`config.mk`:
```
export PLATFORM = sky130hd
export DESIGN_NAME = multicycle_control_flat
export DESIGN_NICKNAME = d
export VERILOG_FILES = /design/src/rtl/riscv_ctrl_pkg.sv /design/src/rtl/multicycle_control_if.sv /design/src/rtl/multicycle_control.sv /design/src/flat_wrapper.sv
export SDC_FILE = /design/constraint.sdc
export NUM_CORES = 1
export LEC_CHECK = 0
export ABC_AREA = 1
export ABC_CLOCK_PERIOD_IN_PS = 2200
export CORE_MARGIN = 3
export CORE_UTILIZATION = 30
export CTS_BUF_LIST = sky130_fd_sc_hd__clkbuf_16
export CTS_CLUSTER_DIAMETER = 60
export CTS_CLUSTER_SIZE = 8
export DETAILED_ROUTE_END_ITERATION = 7
export PLACE_DENSITY = 0.65
export SLEW_MARGIN = 20
export SYNTH_ARGS = -nofsm -noshare
export SYNTH_HDL_FRONTEND = slang
export SYNTH_SLANG_ARGS = --single-unit
```
`constraint.sdc`:
```
create_clock -name clk -period 2.2 [get_ports clk]
set_input_delay 0.33 -clock clk [delete_from_list [all_inputs] [get_ports clk]]
set_output_delay 0.33 -clock clk [all_outputs]
set_load 0.005 [all_outputs]
```
`src/rtl/riscv_ctrl_pkg.sv`:
```
// Shared encodings for the multicycle RISC-V controller: states, opcodes,
// ALU operation codes, datapath mux selects and the control-word layout.
package riscv_ctrl_pkg;

   localparam int unsigned STATE_W  = 4;
   localparam int unsigned OPCODE_W = 7;
   localparam int unsigned SEL_W    = 2;

   localparam logic [STATE_W-1:0] S_FETCH    = 4'd0;
   localparam logic [STATE_W-1:0] S_DECODE   = 4'd1;
   localparam logic [STATE_W-1:0] S_MEMADR   = 4'd2;
   localparam logic [STATE_W-1:0] S_MEMREAD  = 4'd3;
   localparam logic [STATE_W-1:0] S_MEMWB    = 4'd4;
   localparam logic [STATE_W-1:0] S_MEMWRITE = 4'd5;
   localparam logic [STATE_W-1:0] S_EXECR    = 4'd6;
   localparam logic [STATE_W-1:0] S_ALUWB    = 4'd7;
   localparam logic [STATE_W-1:0] S_BEQ      = 4'd8;
   localparam logic [STATE_W-1:0] S_HALT     = 4'd9;

   localparam logic [OPCODE_W-1:0] OP_LW    = 7'b0000011;
   localparam logic [OPCODE_W-1:0] OP_SW    = 7'b0100011;
   localparam logic [OPCODE_W-1:0] OP_RTYPE = 7'b0110011;
   localparam logic [OPCODE_W-1:0] OP_BEQ   = 7'b1100011;

   localparam logic [SEL_W-1:0] ALUOP_ADD   = 2'b00;
   localparam logic [SEL_W-1:0] ALUOP_SUB   = 2'b01;
   localparam logic [SEL_W-1:0] ALUOP_FUNCT = 2'b10;

   localparam logic [SEL_W-1:0] SRCA_PC    = 2'b00;
   localparam logic [SEL_W-1:0] SRCA_OLDPC = 2'b01;
   localparam logic [SEL_W-1:0] SRCA_RS1   = 2'b10;

   localparam logic [SEL_W-1:0] SRCB_RS2  = 2'b00;
   localparam logic [SEL_W-1:0] SRCB_IMM  = 2'b01;
   localparam logic [SEL_W-1:0] SRCB_FOUR = 2'b10;

   localparam logic [SEL_W-1:0] RES_ALUOUT = 2'b00;
   localparam logic [SEL_W-1:0] RES_RDATA  = 2'b01;
   localparam logic [SEL_W-1:0] RES_ALU    = 2'b10;

   localparam logic ADR_PC     = 1'b0;
   localparam logic ADR_ALUOUT = 1'b1;

   typedef struct packed {
      logic             mem_req;
      logic             adr_src;
      logic             ir_write;
      logic             pc_write;
      logic             reg_write;
      logic             mem_write;
      logic [SEL_W-1:0] alu_src_a;
      logic [SEL_W-1:0] alu_src_b;
      logic [SEL_W-1:0] result_src;
      logic [SEL_W-1:0] aluop;
      logic             illegal;
   } ctrl_t;

endpackage

```
`src/rtl/multicycle_control_if.sv`:
```
// Controller <-> datapath bundle: status inputs to the controller and the
// control strobes/selects it drives back.
interface multicycle_control_if;
   import riscv_ctrl_pkg::*;

   logic [OPCODE_W-1:0] opcode;
   logic                zero;
   logic                mem_ready;
   logic                mem_req;
   logic                adr_src;
   logic                ir_write;
   logic                pc_write;
   logic                reg_write;
   logic                mem_write;
   logic [SEL_W-1:0]    alu_src_a;
   logic [SEL_W-1:0]    alu_src_b;
   logic [SEL_W-1:0]    result_src;
   logic [SEL_W-1:0]    aluop;
   logic                illegal;

   modport master (
      input  opcode, zero, mem_ready,
      output mem_req, adr_src, ir_write, pc_write, reg_write, mem_write,
             alu_src_a, alu_src_b, result_src, aluop, illegal
   );

   modport slave (
      output opcode, zero, mem_ready,
      input  mem_req, adr_src, ir_write, pc_write, reg_write, mem_write,
             alu_src_a, alu_src_b, result_src, aluop, illegal
   );
endinterface

```
`src/rtl/multicycle_control.sv`:
```
// Multicycle RISC-V main controller (lw/sw/R-type/beq). Control outputs are
// decoded combinationally from the state register, mem_ready and zero.
module multicycle_control
   import riscv_ctrl_pkg::*;
(
   input  logic                 clk,
   input  logic                 rst_n,
   multicycle_control_if.master ctrl_if,
   output logic [STATE_W-1:0]   state_o
);

   logic [STATE_W-1:0] state_q;
   logic [STATE_W-1:0] state_d;
   ctrl_t              ctrl;

   always_ff @(posedge clk or negedge rst_n) begin
      if (!rst_n) state_q <= S_FETCH;
      else        state_q <= state_d;
   end

   always_comb begin
      state_d = state_q;
      ctrl    = '0;
      case (state_q)
         S_FETCH: begin
            ctrl.mem_req    = 1'b1;
            ctrl.adr_src    = ADR_PC;
            ctrl.alu_src_a  = SRCA_PC;
            ctrl.alu_src_b  = SRCB_FOUR;
            ctrl.aluop      = ALUOP_ADD;
            ctrl.result_src = RES_ALU;
            ctrl.ir_write   = ctrl_if.mem_ready;
            ctrl.pc_write   = ctrl_if.mem_ready;
            if (ctrl_if.mem_ready) state_d = S_DECODE;
         end
         S_DECODE: begin
            ctrl.alu_src_a = SRCA_OLDPC;
            ctrl.alu_src_b = SRCB_IMM;
            ctrl.aluop     = ALUOP_ADD;
            case (ctrl_if.opcode)
               OP_LW, OP_SW: state_d = S_MEMADR;
               OP_RTYPE:     state_d = S_EXECR;
               OP_BEQ:       state_d = S_BEQ;
               default:      state_d = S_HALT;
            endcase
         end
         S_MEMADR: begin
            ctrl.alu_src_a = SRCA_RS1;
            ctrl.alu_src_b = SRCB_IMM;
            ctrl.aluop     = ALUOP_ADD;
            if (ctrl_if.opcode == OP_LW)      state_d = S_MEMREAD;
            else if (ctrl_if.opcode == OP_SW) state_d = S_MEMWRITE;
            else                              state_d = S_HALT;
         end
         S_MEMREAD: begin
            ctrl.mem_req = 1'b1;
            ctrl.adr_src = ADR_ALUOUT;
            if (ctrl_if.mem_ready) state_d = S_MEMWB;
         end
         S_MEMWB: begin
            ctrl.result_src = RES_RDATA;
            ctrl.reg_write  = 1'b1;
            state_d         = S_FETCH;
         end
         S_MEMWRITE: begin
            ctrl.mem_req   = 1'b1;
            ctrl.adr_src   = ADR_ALUOUT;
            ctrl.mem_write = 1'b1;
            if (ctrl_if.mem_ready) state_d = S_FETCH;
         end
         S_EXECR: begin
            ctrl.alu_src_a = SRCA_RS1;
            ctrl.alu_src_b = SRCB_RS2;
            ctrl.aluop     = ALUOP_FUNCT;
            state_d        = S_ALUWB;
         end
         S_ALUWB: begin
            ctrl.result_src = RES_ALUOUT;
            ctrl.reg_write  = 1'b1;
            state_d         = S_FETCH;
         end
         S_BEQ: begin
            ctrl.alu_src_a  = SRCA_RS1;
            ctrl.alu_src_b  = SRCB_RS2;
            ctrl.aluop      = ALUOP_SUB;
            ctrl.result_src = RES_ALUOUT;
            ctrl.pc_write   = ctrl_if.zero;
            state_d         = S_FETCH;
         end
         S_HALT: begin
            ctrl.illegal = 1'b1;
            state_d      = S_HALT;
         end
         default: state_d = S_FETCH;
      endcase
      // Reset holds FETCH, whose strobes would otherwise follow mem_ready
      if (!rst_n) ctrl = '0;
   end

   assign ctrl_if.mem_req    = ctrl.mem_req;
   assign ctrl_if.adr_src    = ctrl.adr_src;
   assign ctrl_if.ir_write   = ctrl.ir_write;
   assign ctrl_if.pc_write   = ctrl.pc_write;
   assign ctrl_if.reg_write  = ctrl.reg_write;
   assign ctrl_if.mem_write  = ctrl.mem_write;
   assign ctrl_if.alu_src_a  = ctrl.alu_src_a;
   assign ctrl_if.alu_src_b  = ctrl.alu_src_b;
   assign ctrl_if.result_src = ctrl.result_src;
   assign ctrl_if.aluop      = ctrl.aluop;
   assign ctrl_if.illegal    = ctrl.illegal;
   assign state_o            = state_q;

endmodule
```
`src/flat_wrapper.sv`:
```
// flat-port wrapper written by rule: the top's interface ports become plain ports
module multicycle_control_flat import riscv_ctrl_pkg::*;
  (clk, rst_n, state_o, ctrl_if_opcode, ctrl_if_zero, ctrl_if_mem_ready, ctrl_if_mem_req, ctrl_if_adr_src, ctrl_if_ir_write, ctrl_if_pc_write, ctrl_if_reg_write, ctrl_if_mem_write, ctrl_if_alu_src_a, ctrl_if_alu_src_b, ctrl_if_result_src, ctrl_if_aluop, ctrl_if_illegal);
  multicycle_control_if ctrl_if_i ();
  input  logic clk;
  input  logic rst_n;
  output logic [STATE_W-1:0] state_o;
  input wire logic [$bits(ctrl_if_i.opcode)-1:0] ctrl_if_opcode;
  input wire logic [$bits(ctrl_if_i.zero)-1:0] ctrl_if_zero;
  input wire logic [$bits(ctrl_if_i.mem_ready)-1:0] ctrl_if_mem_ready;
  output wire logic [$bits(ctrl_if_i.mem_req)-1:0] ctrl_if_mem_req;
  output wire logic [$bits(ctrl_if_i.adr_src)-1:0] ctrl_if_adr_src;
  output wire logic [$bits(ctrl_if_i.ir_write)-1:0] ctrl_if_ir_write;
  output wire logic [$bits(ctrl_if_i.pc_write)-1:0] ctrl_if_pc_write;
  output wire logic [$bits(ctrl_if_i.reg_write)-1:0] ctrl_if_reg_write;
  output wire logic [$bits(ctrl_if_i.mem_write)-1:0] ctrl_if_mem_write;
  output wire logic [$bits(ctrl_if_i.alu_src_a)-1:0] ctrl_if_alu_src_a;
  output wire logic [$bits(ctrl_if_i.alu_src_b)-1:0] ctrl_if_alu_src_b;
  output wire logic [$bits(ctrl_if_i.result_src)-1:0] ctrl_if_result_src;
  output wire logic [$bits(ctrl_if_i.aluop)-1:0] ctrl_if_aluop;
  output wire logic [$bits(ctrl_if_i.illegal)-1:0] ctrl_if_illegal;
  assign ctrl_if_i.opcode = ctrl_if_opcode;
  assign ctrl_if_i.zero = ctrl_if_zero;
  assign ctrl_if_i.mem_ready = ctrl_if_mem_ready;
  assign ctrl_if_mem_req = ctrl_if_i.mem_req;
  assign ctrl_if_adr_src = ctrl_if_i.adr_src;
  assign ctrl_if_ir_write = ctrl_if_i.ir_write;
  assign ctrl_if_pc_write = ctrl_if_i.pc_write;
  assign ctrl_if_reg_write = ctrl_if_i.reg_write;
  assign ctrl_if_mem_write = ctrl_if_i.mem_write;
  assign ctrl_if_alu_src_a = ctrl_if_i.alu_src_a;
  assign ctrl_if_alu_src_b = ctrl_if_i.alu_src_b;
  assign ctrl_if_result_src = ctrl_if_i.result_src;
  assign ctrl_if_aluop = ctrl_if_i.aluop;
  assign ctrl_if_illegal = ctrl_if_i.illegal;
  multicycle_control u_core (.clk(clk), .rst_n(rst_n), .ctrl_if(ctrl_if_i), .state_o(state_o));
endmodule
```
==> results.json <==
{
  "status": "completed",
  "critical_path_class": "primary input to output pin",
  "syn_avg_cell_area_sq_um": 5.518,
  "cts_made_buffers": 3,
  "skew_ps": 0.9550,
  "dp.cells": 142,
  "final_common_cell": "clkdlybuf4s50_1",
  "grt_pass1_vias": 605,
  "hold_class": "primary input to async pin",
  "syn_inst": 95,
  "first_pass_iters": 4,
  "port_buffers": 29,
  "die_x_um": 47.81,
  "routed-via-count": 705,
  "routed.top_layer": "met4",
  "synth_xor_area_share_pct": 0,
  "final_area_sq_um": 934.6,
  "place_congestion": 0.7726,
  "maxCapViolations": 0,
  "cts.sinks": 4,
  "synth_mux_area_share_pct": 0,
  "place_ws_ps": 91.91,
  "finalCriticalPeriod_ps": 2099,
  "fin_cells": 145,
  "postRouteAntennaNets": 0,
  "syn_nets": 106,
  "placed_area_sq_um": 849.6,
  "setup_tns_ps": 0,
  "cp_data_required_time_ps": 1870,
  "worst-path-max-fanout": 9,
  "clkSlewWorstSetupHoldPaths_ps": 30,
  "setup_violations": 0,
  "crit_arrival_ps": 1770,
  "cellPowerDensity_mw_per_mm2": 949.7,
  "ys_seq_area_share_pct": 19.09,
  "final_cell_mix": "clkdlybuf4s50_1, nand2_1, inv_1",
  "ir_drop_v": 0.0005626,
  "yosysWarnings": 0,
  "start_kind": "primary input",
  "synth_top_family_by_area": "simple AND/OR/NAND/NOR gates",
  "htreeDepth": 1,
  "grt_start_max_net_pins": 10,
  "routed_wl_um": 1503,
  "cts_tree": "yes",
  "post-cts-setup-buffers": 0,
  "cts_buffer_depth": 2,
  "die_h_um": 47.81,
  "wl_met3_um": 124,
  "yosysTopAreaCell": "dfrtp_1",
  "clock_latency_ps": 220,
  "nets": 142,
  "rows": 14,
  "yosys-top-cells-area": "dfrtp_1, nand2_1, inv_1",
  "wl_met2_um": 746,
  "critical_path.slowest_cell": "clkdlybuf4s50_1",
  "max_slew_margin_pct": 81.27,
  "ys_ff_latch": 4,
  "synth_fa_ha_area_share_pct": 0,
  "dp_hpwl_um": 1248,
  "synthSimpleGateAreaFrac_pct": 56.09,
  "via_per_inst": 4.862,
  "r2r_end": "u_core.state_o[0]",
  "wl_per_cell_um": 10.37,
  "ff_latch_area_sq_um": 102.6,
  "power_leakage_nw": 0.4530,
  "max_freq_mhz": 476.4,
  "ff2ff_setup_slack_ps": 940,
  "yosysUniqueCellTypes": 17,
  "grt_usage_pct": 15.62,
  "min_period_over_period_pct": 95.42,
  "drive_gt1_share_pct": 18.60,
  "r2r-start": "u_core.state_o[3]",
  "syn_area_sq_um": 524.3,
  "endpoint_kind": "output pin",
  "rsz0062_at_grt": "no",
  "worst_pin_slew_ps": 279.7,
  "crit_chain": "clkdlybuf4s50_1 -> clkinv_1 -> buf_4 -> nor3_1 -> clkdlybuf4s50_1",
  "synth_compound_area_share_pct": 8.592,
  "wl_met1_um": 580,
  "initial_core_util_pct": 33.25,
  "core_area_sq_mm": 0.001577,
  "reg2reg_depth": 8,
  "multi_input_area_sq_um": 346.6,
  "drc": 0,
  "grt_pass1_wl_um": 2463,
  "slew_violations": 0,
  "pin_count": 30,
  "synth_top_area_share_pct": 19.09,
  "hold_violations": 0,
  "dieArea_sq_mm": 0.002285,
  "largest_register_ffs": 4,
  "worst_slack_ps": 100.8,
  "antenna_cells": 0,
  "slowest_delay_ps": 520,
  "fillers": 152,
  "overflow": 0,
  "hold_buffers": 0,
  "syn_to_final_growth_pct": 78.28,
  "antenna_found_initial": 0,
  "first_iter_violations": 12,
  "ctsRootBufferMaster": "clkbuf_16",
  "path_common_cell": "clkdlybuf4s50_1"
}
## repair_timing
action / in CTS / in global routing
setup endpoints to repair: 0 / 7
endpoints found under the hold margin: 0 / 0
resized for setup: 0 / 7
## cells by family after synthesis
group / Yosys count
AO/OA/AOI/OAI: 8
buffers and inverters: 22
flip-flops: 4
AND/OR/NAND/NOR: 61
## cells in the mapped netlist, drive strengths merged
cell    number
nand2       27
dfrtp        4
nand3       10
clkinv       1
inv         21
a21oi        4
nor3         4
nor4         1
o211ai       2
nor2        19
o21ai        2
## worst max path at each step
stage | startpoint | endpoint | slack, ps | cells after the start
2_1_floorplan | u_core.state_o[3] | ctrl_if_mem_req | 870 | 7
3_3_place_gp | rst_n | ctrl_if_aluop[1] | 120 | 5
3_5_place_dp | rst_n | ctrl_if_aluop[1] | 90 | 5
4_1_cts | u_core.state_o[0] | ctrl_if_pc_write | 60 | 6
5_1_grt | u_core.state_o[3] | ctrl_if_mem_req | 10 | 8
6_report | rst_n | ctrl_if_aluop[1] | 100 | 5
## stage by stage
step	power (mW)	util [%]	hold slack, ps
after global placement	0.5866	53.89	637.5
after detailed placement	0.5901	53.89	655.8
after global routing	0.9587	59.29	454.0
after floorplan	0.3836	-	34.41
after CTS	0.8807	58.65	439.6
final	0.8876	59.29	438.5
## metal layers
metal  up-vias  global-route usage (%)
met5         -                       0
met4         0                   11.29
met3         6                   5.263
met2        32                   25.86
met1       306                   16.29
li1        361                       -
## critical path, delay by kind of cell
kind	cells	cell delay [ps]
AND/OR/NAND/NOR	1	170
buffers and inverters	4	1250
## power breakdown
| part | switching (mW) | internal [mW] |
|---|---|---|
| Combinational | 0.239 | 0.224 |
| Clock | 0.0515 | 0.232 |
| Sequential | 0.0419 | 0.0991 |
| Total | 0.333 | 0.555 |
## layout make-up
cell class | count | share of cell area [%]
inverters | 22 | 9.103
clock buffers | 3 | 8.032
flip-flops and latches | 4 | 10.98
repair buffers | 31 | 32.66
multi-input cells | 69 | 37.08
well taps | 16 | 2.142
Power figures use the tool's default switching activity.
